**src/rtl/noise_pkg.sv**
```systemverilog
// ---------------------------------------------------------------------------
// noise_pkg
// Shared definitions for the noise window detector:
//   - state_t        : FSM state encoding (also exported on debug_state)
//   - DEF_*          : default window length, counter width and thresholds
//   - ARM_CYCLES     : synchroniser flush time before a window opens
//   - WIN_CNT_W      : width of the in-window cycle counter (covers 4..65535)
// No ports; imported by comp_sync and noise_window_detector.
// ---------------------------------------------------------------------------
package noise_pkg;

    typedef enum logic [1:0] {
        ST_IDLE  = 2'd0,
        ST_ARM   = 2'd1,
        ST_COUNT = 2'd2,
        ST_EVAL  = 2'd3
    } state_t;

    localparam int unsigned DEF_WINDOW_CYCLES = 1000;
    localparam int unsigned DEF_CNT_W         = 16;
    localparam int unsigned DEF_THRESH_HI     = 8;
    localparam int unsigned DEF_THRESH_LO     = 4;

    localparam int unsigned ARM_CYCLES        = 2;
    localparam int unsigned WIN_CNT_W         = 16;

endpackage

```
**src/rtl/comp_sync.sv**
```systemverilog
// ---------------------------------------------------------------------------
// comp_sync
// Two-flop synchroniser followed by a rising-edge detector for the raw
// diode comparator output.
//   clk        : system clock
//   reset      : synchronous, active-high; clears all three flops
//   async_in   : comparator output, asynchronous to clk
//   rise_pulse : one-cycle pulse, high in the cycle after the second
//                synchroniser flop first sees the input high
// A rise of async_in is therefore consumed by a register on the third clk
// edge after it occurs.
// ---------------------------------------------------------------------------
module comp_sync
    import noise_pkg::*;
(
    input  logic clk,
    input  logic reset,
    input  logic async_in,
    output logic rise_pulse
);

    logic r_sync1;
    logic r_sync2;
    logic r_prev;

    always_ff @(posedge clk) begin
        if (reset) begin
            r_sync1 <= 1'b0;
            r_sync2 <= 1'b0;
            r_prev  <= 1'b0;
        end else begin
            r_sync1 <= async_in;
            r_sync2 <= r_sync1;
            r_prev  <= r_sync2;
        end
    end

    assign rise_pulse = r_sync2 & ~r_prev;

endmodule

```
**src/rtl/noise_window_detector.sv**
```systemverilog
// ---------------------------------------------------------------------------
// noise_window_detector
// Counts rising edges of a diode comparator over fixed windows of
// WINDOW_CYCLES clocks and turns the count into a registered noise decision.
//
// Ports:
//   clk          : system clock
//   reset        : synchronous, active-high; overrides every other input
//   enable       : level-sensitive run request
//   comp_in      : raw comparator output (asynchronous)
//   noise_valid  : registered noise decision
//   window_done  : one-cycle strobe on the cycle the decision updates
//   pulse_count  : saturated edge count of the last completed window
//   debug_state  : current FSM state (IDLE=0, ARM=1, COUNT=2, EVAL=3)
//
// Build option:
//   NOISE_HYST_EN : when defined, noise_valid sets at count >= THRESH_HI,
//                   clears at count < THRESH_LO and holds in between.
//                   Otherwise noise_valid = (count >= THRESH_HI) and
//                   THRESH_LO only takes part in the parameter sanity check.
//
// Window timeline after enable is sampled in IDLE: 2 ARM cycles, then
// WINDOW_CYCLES COUNT cycles, then 1 EVAL cycle, after which COUNT/EVAL
// repeat. Thresholds compare unsigned at CNT_W bits.
// ---------------------------------------------------------------------------
module noise_window_detector
    import noise_pkg::*;
#(
    parameter int unsigned WINDOW_CYCLES = DEF_WINDOW_CYCLES,
    parameter int unsigned CNT_W         = DEF_CNT_W,
    parameter int unsigned THRESH_HI     = DEF_THRESH_HI,
    parameter int unsigned THRESH_LO     = DEF_THRESH_LO
) (
    input  logic             clk,
    input  logic             reset,
    input  logic             enable,
    input  logic             comp_in,
    output logic             noise_valid,
    output logic             window_done,
    output logic [CNT_W-1:0] pulse_count,
    output logic [1:0]       debug_state
);

    if (WINDOW_CYCLES < 4 || WINDOW_CYCLES > 65535 || THRESH_LO > THRESH_HI) begin : g_bad_params
        $error("noise_window_detector: illegal parameter combination");
    end

    localparam logic [CNT_W-1:0]     THI_C      = CNT_W'(THRESH_HI);
`ifdef NOISE_HYST_EN
    localparam logic [CNT_W-1:0]     TLO_C      = CNT_W'(THRESH_LO);
`endif
    localparam logic [WIN_CNT_W-1:0] WIN_LAST_C = WIN_CNT_W'(WINDOW_CYCLES - 1);
    localparam logic [WIN_CNT_W-1:0] ARM_LAST_C = WIN_CNT_W'(ARM_CYCLES - 1);

    state_t               r_state;
    logic [WIN_CNT_W-1:0] r_cyc;
    logic [CNT_W-1:0]     r_acc;
    logic [CNT_W-1:0]     r_pulse_count;
    logic                 r_noise_valid;
    logic                 r_window_done;

    logic                 w_rise;
    logic [CNT_W-1:0]     w_acc_inc;
    logic                 w_decision;

    comp_sync u_comp_sync (
        .clk        (clk),
        .reset      (reset),
        .async_in   (comp_in),
        .rise_pulse (w_rise)
    );

    // Saturating increment: the all-ones count sticks instead of wrapping.
    assign w_acc_inc = (r_acc == '1) ? r_acc : r_acc + 1'b1;

    always_comb begin
`ifdef NOISE_HYST_EN
        if (r_acc >= THI_C) begin
            w_decision = 1'b1;
        end else if (r_acc < TLO_C) begin
            w_decision = 1'b0;
        end else begin
            w_decision = r_noise_valid;
        end
`else
        w_decision = (r_acc >= THI_C);
`endif
    end

    always_ff @(posedge clk) begin
        if (reset) begin
            r_state       <= ST_IDLE;
            r_cyc         <= '0;
            r_acc         <= '0;
            r_pulse_count <= '0;
            r_noise_valid <= 1'b0;
            r_window_done <= 1'b0;
        end else begin
            r_window_done <= 1'b0;
            case (r_state)
                ST_IDLE: begin
                    r_acc         <= '0;
                    r_cyc         <= '0;
                    r_noise_valid <= 1'b0;
                    if (enable) begin
                        r_state <= ST_ARM;
                    end
                end

                // Accumulator stays at zero here, so edges from the flush are dropped.
                ST_ARM: begin
                    if (!enable) begin
                        r_state       <= ST_IDLE;
                        r_acc         <= '0;
                        r_noise_valid <= 1'b0;
                    end else if (r_cyc == ARM_LAST_C) begin
                        r_cyc   <= '0;
                        r_state <= ST_COUNT;
                    end else begin
                        r_cyc <= r_cyc + 1'b1;
                    end
                end

                ST_COUNT: begin
                    if (!enable) begin
                        r_state       <= ST_IDLE;
                        r_acc         <= '0;
                        r_noise_valid <= 1'b0;
                    end else begin
                        if (w_rise) begin
                            r_acc <= w_acc_inc;
                        end
                        if (r_cyc == WIN_LAST_C) begin
                            r_cyc   <= '0;
                            r_state <= ST_EVAL;
                        end else begin
                            r_cyc <= r_cyc + 1'b1;
                        end
                    end
                end

                // Publishing always completes; a dropped enable only changes
                // where the FSM goes next (noise_valid then clears in IDLE).
                ST_EVAL: begin
                    r_pulse_count <= r_acc;
                    r_noise_valid <= w_decision;
                    r_window_done <= 1'b1;
                    if (enable) begin
                        r_acc   <= w_rise ? CNT_W'(1) : '0;
                        r_state <= ST_COUNT;
                    end else begin
                        r_acc   <= '0;
                        r_state <= ST_IDLE;
                    end
                end

                default: begin
                    r_state <= ST_IDLE;
                end
            endcase
        end
    end

    assign noise_valid = r_noise_valid;
    assign window_done = r_window_done;
    assign pulse_count = r_pulse_count;
    assign debug_state = r_state;

endmodule

```
**config.mk**
```make
export PLATFORM = sky130hd
export DESIGN_NAME = noise_window_detector
export DESIGN_NICKNAME = d
export VERILOG_FILES = /design/src/rtl/noise_pkg.sv /design/src/rtl/comp_sync.sv /design/src/rtl/noise_window_detector.sv
export SDC_FILE = /design/constraint.sdc
export NUM_CORES = 1
export LEC_CHECK = 0
export ABC_AREA = 1
export BUFFER_PORTS_ARGS = -buffer_cell sky130_fd_sc_hd__buf_2
export CORE_MARGIN = 2
export CORE_UTILIZATION = 53
export CTS_BUF_LIST = sky130_fd_sc_hd__clkbuf_16
export DETAILED_ROUTE_END_ITERATION = 10
export PLACE_DENSITY = 0.75
export SETUP_SLACK_MARGIN = 0.2
export SYNTH_ARGS = -nofsm -noshare
export SYNTH_HDL_FRONTEND = slang
export SYNTH_SLANG_ARGS = --single-unit
```
**constraint.sdc**
```tcl
create_clock -name clk -period 1.4 [get_ports clk]
set_input_delay 0.14 -clock clk [delete_from_list [all_inputs] [get_ports clk]]
set_output_delay 0.14 -clock clk [all_outputs]
set_load 0.005 [all_outputs]
```
==> flow_summary.toml <==
[cells_and_area]
num_antenna_cells = 0
final_common_cell = "nand2_1"
layout_common_cells = "nand2_1 (63), nor2_1 (51), inv_1 (47)"
post_route_cells_drive_above_1_share_pct = 44.0
ff_latch_area_um2 = 1130
finalNetCount = 514
area_growth_pct = 51.4
multi_input_area_um2 = 1980
fillCellCount = 297

[routing]
highest_layer = "met4"
drt-total-wl_um = 9880
dr.pass1.iters = 5
avgRoutedWirePerCell_um = 17.3
drt_iter0_markers = 187
routed-wl-met3_um = 612
antenna_left = 0
viasPerCell = 5.62
route.detailed.drc = 0
vias = 3216
wl_met1_um = 3700
wl_met2_um = 5020

[placement]
io_buffer_count = 23
place_ws_ns = -0.152
gp_congestion = 0.865
hpwl_um = 5150

[synth]
ys_warn_count = 0
synth_area_um2 = 2850
synth_area_per_cell_um2 = 6.91
syn-num-nets = 426
ys_seq_area_share_pct = 38.6
synth.distinct_cells = 36
ys_seq_elements = 55
syn_inst = 413

[timing]
rsz0062_at_grt = "yes"
whs_ns = 0.0602
period_share_pct = 117
post-route-min-period_ns = 1.64
setup-tns-final_ns = -3.29
finClkSkew_ns = 0.00474
hold_viol_final = 0
worst_slew_pin_slew_ns = 0.376
setup-violations-final = 33
drv_slew = 0
fin_ws_ns = -0.237
clock.fmax_mhz = 611
maxSlewHeadroom_pct = 74.7

[cts]
cts_buffer_depth = 2
htree_levels = 2
root_buffer = "clkbuf_16"
clk_latency_ns = 0.30
cts_buffers = 5
cts_sinks = 55
cts_tree = "built"
path_clk_slew_ns = 0.07

[floorplanning]
start_util_pct = 55.5
dieArea_um2 = 5990
chipHeight_um = 77.4
die-width_um = 77.4
num_rows = 26
io_pins = 24
coreArea_um2 = 5140

[global_routing]
grt_max_degree = 21
antenna_found_initial = 0
track_usage_pct = 28.8
first_global_vias = 3119
globalRouteOverflowTotal = 0
grt_pass1_wl_um = 14000

[setup_path]
critPathLaunchType = "flip-flop"
arrival_ns = 1.84
r2r_setup_slack_ns = -0.24
crit_required_ns = 1.61
crit_type = "flip-flop to flip-flop"
endpoint_kind = "flip-flop"
reg2reg_depth = 8
cp_max_fo = 7

[power_and_ir_drop]
peakVddDrop_uv = 1260
power.share.clock_pct = 19.6
pwr-share-seq_pct = 30.0
p_int_mw = 3.79
p_per_area_nw_per_um2 = 1450
pwr-share-comb_pct = 50.4
power_switching_mw = 2.48
swShare_pct = 39.5
total_leakage_power_nw = 1.87

[outcome]
violations = "negative setup slack"
run_status = "finished, violations left"

[job]
drv_cap = 0

[worst_hold_path]
holdPathStages = 3
hold_class = "input port to flip-flop"
## what timing repair did
action / 4_1_cts / 5_1_grt
resized for setup: 76 / 75
setup buffers: 6 / 5
pin swaps: 34 / 21
hold buffers: 0 / 0
cloned: 5 / 1
setup endpoints to repair: 51 / 50
## power groups by stage
stage          Sequential (mW)  Clock, mW  Combinational [mW]
5_1_grt                   1.89       1.28                3.34
4_1_cts                   1.86       1.23                2.73
6_report                  1.88       1.23                3.16
3_3_place_gp              1.88          0                1.88
3_5_place_dp              1.88          0                1.90
2_1_floorplan             1.90          0                1.23
## logic make-up (layout without fill, tap and decap cells)
kind of cell	after synthesis	after routing	share of synthesized area [%]
compound gates	58	58	11.7
xor+xnor	11	11	3.38
fa+ha+maj	9	9	3.95
buf+inv	68	154	9.78
flops	55	55	38.6
simple gates	212	215	32.7
## worst max-delay path: stages, from the launching register on
cell	delay [ns]
dfxtp_1	0.36
nand2_1	0.10
inv_1	0.11
nand3_1	0.21
nor2_8	0.21
nand2_4	0.10
nand2_8	0.15
nand2_2	0.07
a21oi_2	0.23
## worst paths after layout
check / start / to
hold / removal: comp_in / u_comp_sync.r_sync1
setup reg to reg: r_acc[10] / r_acc[4]
hold reg to reg: u_comp_sync.r_sync1 / u_comp_sync.r_sync2
setup / recovery: r_acc[10] / r_acc[4]
## flip-flops by register name (all words and copies together), names as in the netlist
register and flops:
pulse_count 16, u_comp_sync.r_prev 1, u_comp_sync.r_sync2 1, u_comp_sync.r_sync1 1, r_cyc 16, noise_valid 1, window_done 1, debug_state 2
r_acc 16
## per-layer routing
layer | vias up | GRT usage, %
met1 | 1502 | 31.3
met5 | - | 0
met2 | 170 | 51.9
li1 | 1491 | -
met4 | 0 | 17.9
met3 | 53 | 4.77
## cell usage after synthesis (all sizes together)
cell,number,area (um2)
nand3,24,125
a21boi,1,7.51
a21oi,22,129
xor2,9,78.8
o21ai,30,161
nor3,7,35.0
a31o,1,8.76
a31oi,1,6.26
dfxtp,55,1100
or2,1,6.26
nor2,79,325
nor4,2,12.5
nand3b,1,7.51
nand2,90,370
ha,9,113
o21bai,1,7.51
buf,4,38.8
clkbuf,6,22.5
xnor2,2,17.5
inv,58,218
nand4,7,43.8
o22ai,2,12.5
and2,1,6.26
## through the flow
step           cells  cell area [um2]  power, mW  util, %
6_report         572             4320       6.26     84.1
5_1_grt          572             4320       6.50     84.1
4_1_cts          566             4000       5.82     77.8
3_5_place_dp     547             3490       3.78     67.9
3_3_place_gp     547             3490       3.75     67.9
2_1_floorplan    413             2960       3.13        -
## layout make-up
class                      instances  area share (%)
sequential                        55            26.2
multi-input combinational        293            45.7
timing repair buffer              88            17.3
clock inverter                     3           0.348
clock buffer                       5            2.90
inverter                          58            5.56
tap                               70            2.03
Note: power is estimated with default switching activity, not from simulation.
